`src/rtl/div.sv`:
```
// Multi-cycle radix-2 restoring divider for DIV/DIVU.
// The divider produces one quotient bit per cycle and returns {remainder, quotient}.
module div #(
    parameter int unsigned DATA_W = 32
) (
    input  logic                  clk,
    input  logic                  rst,
    input  logic                  signed_div_i,
    input  logic [DATA_W-1:0]     opdata1_i,
    input  logic [DATA_W-1:0]     opdata2_i,
    input  logic                  start_i,
    input  logic                  annul_i,
    output logic [2*DATA_W-1:0]   result_o,
    output logic                  ready_o
);

    typedef enum logic [1:0] {
        IDLE,
        BYZERO,
        ON,
        END
    } state_t;

    localparam logic [5:0] LAST_CNT = 6'(DATA_W);

    state_t                state, state_nxt;
    logic [5:0]            cnt, cnt_nxt;
    logic [2*DATA_W:0]     dividend, dividend_nxt;
    logic [DATA_W-1:0]     divisor, divisor_nxt;
    logic                  signed_q, signed_nxt;
    logic                  sign1_q, sign1_nxt;
    logic                  sign2_q, sign2_nxt;
    logic [2*DATA_W-1:0]   result_nxt;
    logic                  ready_nxt;

    logic [DATA_W:0]       diff;
    logic [DATA_W-1:0]     abs1, abs2;
    logic [DATA_W-1:0]     quot, rem;

    // State and datapath registers; reset clears everything, including an in-flight division
    always_ff @(posedge clk) begin
        if (rst) begin
            state    <= IDLE;
            cnt      <= '0;
            dividend <= '0;
            divisor  <= '0;
            signed_q <= 1'b0;
            sign1_q  <= 1'b0;
            sign2_q  <= 1'b0;
            result_o <= '0;
            ready_o  <= 1'b0;
        end else begin
            state    <= state_nxt;
            cnt      <= cnt_nxt;
            dividend <= dividend_nxt;
            divisor  <= divisor_nxt;
            signed_q <= signed_nxt;
            sign1_q  <= sign1_nxt;
            sign2_q  <= sign2_nxt;
            result_o <= result_nxt;
            ready_o  <= ready_nxt;
        end
    end

    // Next-state logic, operand latching, restoring iteration and result fix-up
    always_comb begin
        state_nxt    = state;
        cnt_nxt      = cnt;
        dividend_nxt = dividend;
        divisor_nxt  = divisor;
        signed_nxt   = signed_q;
        sign1_nxt    = sign1_q;
        sign2_nxt    = sign2_q;
        result_nxt   = result_o;
        ready_nxt    = ready_o;

        abs1 = (signed_div_i && opdata1_i[DATA_W-1]) ? -opdata1_i : opdata1_i;
        abs2 = (signed_div_i && opdata2_i[DATA_W-1]) ? -opdata2_i : opdata2_i;
        diff = {1'b0, dividend[2*DATA_W-1:DATA_W]} - {1'b0, divisor};

        quot = dividend[DATA_W-1:0];
        rem  = dividend[2*DATA_W:DATA_W+1];
        if (signed_q && (sign1_q ^ sign2_q)) quot = -quot;
        if (signed_q && sign1_q)             rem  = -rem;

        case (state)
            IDLE: begin
                if (start_i && !annul_i) begin
                    if (opdata2_i == '0) begin
                        state_nxt = BYZERO;
                    end else begin
                        state_nxt    = ON;
                        cnt_nxt      = '0;
                        dividend_nxt = {{DATA_W{1'b0}}, abs1, 1'b0};
                        divisor_nxt  = abs2;
                        signed_nxt   = signed_div_i;
                        sign1_nxt    = opdata1_i[DATA_W-1];
                        sign2_nxt    = opdata2_i[DATA_W-1];
                    end
                end
            end
            BYZERO: begin
                state_nxt  = END;
                result_nxt = '0;
                ready_nxt  = 1'b1;
            end
            ON: begin
                if (annul_i) begin
                    state_nxt  = IDLE;
                    result_nxt = '0;
                    ready_nxt  = 1'b0;
                end else if (cnt != LAST_CNT) begin
                    if (diff[DATA_W])
                        dividend_nxt = dividend << 1;
                    else
                        dividend_nxt = {diff[DATA_W-1:0], dividend[DATA_W-1:0], 1'b1};
                    cnt_nxt = cnt + 6'd1;
                end else begin
                    result_nxt = {rem, quot};
                    ready_nxt  = 1'b1;
                    state_nxt  = END;
                end
            end
            END: begin
                if (!start_i) begin
                    state_nxt  = IDLE;
                    result_nxt = '0;
                    ready_nxt  = 1'b0;
                end
            end
            default: state_nxt = IDLE;
        endcase
    end

endmodule
```
`config.mk`:
```
export PLATFORM = sky130hd
export DESIGN_NAME = div
export DESIGN_NICKNAME = d
export VERILOG_FILES = /design/src/rtl/div.sv
export SDC_FILE = /design/constraint.sdc
export NUM_CORES = 1
export LEC_CHECK = 0
export ABC_CLOCK_PERIOD_IN_PS = 4300
export BUFFER_PORTS_ARGS = -buffer_cell sky130_fd_sc_hd__clkbuf_2
export CAP_MARGIN = 10
export CORE_ASPECT_RATIO = 1.5
export CORE_MARGIN = 2
export CORE_UTILIZATION = 25
export DETAILED_ROUTE_END_ITERATION = 6
export PLACE_DENSITY = 0.43
export SLEW_MARGIN = 20
export SYNTH_ARGS = -nofsm -noshare
export SYNTH_HDL_FRONTEND = slang
export SYNTH_SLANG_ARGS = --single-unit
```
`constraint.sdc`:
```
create_clock -name clk -period 4.3 [get_ports clk]
set_input_delay 0.43 -clock clk [delete_from_list [all_inputs] [get_ports clk]]
set_output_delay 0.43 -clock clk [all_outputs]
set_load 0.01 [all_outputs]
```
==> impl_metrics.yaml <==
floorplanning:
  num_rows: 92
  start_util: 0.253
  die_w_um: 173
  die_area_um2: 44400
  ioPinCount: 134
  coreArea_um2: 42100
  die_y_um: 257
yosys:
  synth_edf_count: 0
  synth_cell_types: 71
  synthTopCellsByArea: "dfxtp_1, nor2_1, xnor2_1"
  yosysTopAreaCell: "dfxtp_1"
  yosysTopAreaCellShare: 0.325
  synth_common_cells: "nor2_1, dfxtp_1, a21oi_1, nand2_1, o21ai_0"
  ys.flop_type: "dfxtp_1"
  synth-async-reset-ratio: 0
  syn_inst: 1360
  synthesis.nets: 1469
  ys_seq_area_frac: 0.325
  synth-seq-cells: 173
  synth.most_common_cell: "nor2_1"
  avgSynthCellArea_um2: 7.85
  netlist_area_um2: 10700
  synth_warnings: 0
setup_path:
  cp.required_ns: 4.63
  worstPathArrival_ns: 3.46
  critPathKind: "flip-flop to flip-flop"
  r2r_start: "dividend[34]"
  worstPathMaxFanout: 6
  cp-startpoint: "dividend[34]"
  end_kind: "flip-flop"
  start_kind: "flip-flop"
timing:
  fin_tns_setup_ns: 0
  relSlewSlack: 0.382
  clock.fmax_mhz: 319
  grt_setup_unrepaired: "false"
  min_period_ns: 3.14
  fin_skew_ns: 0.0133
  hold_violations: 0
  slew_violations: 0
  worst_slew_pin_slew_ns: 0.927
  final-setup-viol-count: 0
  fin_crit_sh: 0.729
clock_tree:
  cts_tree: "yes"
  cts_resized: 0
  htree_levels: 4
  numClockSinks: 173
  cts_buffers: 17
  clock_insertion_delay_worst_skew_ns: 0.46
  clockBufferDepth: 2
  cts_hold_buf: 0
  clkTransAtPathRegs_ns: 0.07
  post-cts-setup-buffer-count: 0
  cts_root_buf: "clkbuf_16"
global_routing:
  antenna_found_initial: 0
  grt.overflow.total: 0
  grt_pass1_vias: 9821
  track_usage: 0.156
  grt_max_degree: 67
  grt_pass1_wl_mm: 54.4
power:
  vdd_drop_max_mv: 0.268
  p_leak_uw: 0.00512
  powerDensity_nw_per_um2: 319
worst_hold_path:
  min_from: "opdata2_i[10]"
  hp-class: "input pin to flip-flop"
detailed_routing:
  vias_per_cell: 4.88
  wl_per_cell_um: 17.1
  drt_iter0_markers: 434
  firstDrtPassIters: 5
  drt_wl_total_mm: 34.7
  vias: 9889
  antenna_left: 0
  drc: 0
final_layout:
  syn2layout_area_growth_pct: 17.2
  final_util: 0.297
  fin_nets: 1561
  drive_gt1_frac: 0.143
  num_antenna_cells: 0
  instances_no_fill: 2028
place:
  place.gp.congestion: 0.825
  dpl.cell_count: 1997
  hpwlAfterDp_mm: 26.6
  io_buffers: 133
run_status:
  status: "completed"
run:
  maxCapViolations: 0
-- path summary, 6_finish.rpt --
check                      end  slack [ns]  cells after the start
hold / removal     divisor[10]        0.31                      3
setup reg to reg  dividend[55]        1.16                     10
setup / recovery  dividend[55]        1.16                     10
hold reg to reg   result_o[55]        0.48                      1
-- through the flow --
step	setup WS (ns)	instance area, um2	total power, uW	hold WS [ns]
3_5_place_dp	0.992	11900	2410	0.465
2_1_floorplan	1.47	10700	2200	0.447
3_3_place_gp	0.998	11900	2410	0.466
5_1_grt	0.843	12500	4200	0.316
4_1_cts	1.16	12500	4060	0.293
6_report	1.16	12500	3990	0.311
-- per-layer routing --
metal,track usage,vias up,share of wire
met5,0,-,0
met4,0.0673,0,0.033
met2,0.315,132,0.57
li1,-,5053,-
met3,0.0213,47,0.018
met1,0.157,4657,0.38
-- cell families (layout without fill, tap and decap cells) --
logic type	after synthesis	in the layout	synth area share
XOR/XNOR	143	143	0.117
flip-flops	173	173	0.325
AND/OR/NAND/NOR	438	438	0.192
multiplexers	8	8	0.00750
AO/OA/AOI/OAI	424	424	0.261
adder cells (fa/ha/maj)	40	40	0.0476
buffers and inverters	134	238	0.0494
-- layout make-up --
cell class,instances,area [um2]
Timing Repair Buffer,155,833
Clock buffer,21,470
Multi-Input combinational cell,1053,6710
Tap cell,564,706
Fill cell,4623,29600
Inverter,52,195
Sequential cell,173,3460
Clock inverter,10,126
-- state kept, by name, summed over array words and instances (netlist names) --
signal	cells
cnt	6
dividend	65
divisor	32
ready_o	1
result_o	64
sign1_q	1
sign2_q	1
signed_q	1
state	2
-- cell usage in the layout (no fill, tap or decap), types with 12 or more instances in the layout --
| cell type | n |
|---|---|
| buf_4 | 23 |
| a22o_1 | 36 |
| clkbuf_2 | 132 |
| nor4_1 | 17 |
| ha_1 | 39 |
| a22oi_1 | 24 |
| o21ai_0 | 84 |
| xnor2_1 | 72 |
| or3_1 | 13 |
| o211ai_1 | 12 |
| a21o_1 | 18 |
| nor3_1 | 44 |
| o31ai_1 | 18 |
| a21oi_1 | 114 |
| nand2_1 | 101 |
| a211oi_1 | 43 |
| dfxtp_1 | 173 |
| clkbuf_16 | 17 |
| nand3_1 | 13 |
| a31oi_1 | 15 |
| nor2_1 | 179 |
| xor2_1 | 71 |
| inv_1 | 52 |
| nand2b_1 | 12 |
-- where the power goes --
group	internal [uW]	switching [uW]	total [uW]	leakage [uW]
combinational	257	409	667	0.00342
clock	910	714	1620	0.000289
sequential	1650	52.0	1700	0.00140
total	2820	1180	3990	0.00512
-- worst max-delay path, cell delays in order, from the launching register on --
cell     delay, ns
dfxtp_1       0.49
ha_1          0.33
nor2b_1       0.16
o31ai_1       0.35
a21oi_1       0.22
o41ai_1       0.66
o31ai_1       0.19
a21o_1        0.21
a21oi_1       0.17
xor2_1        0.15
o21ai_0       0.08
Note: power is estimated with default switching activity, not from simulation.
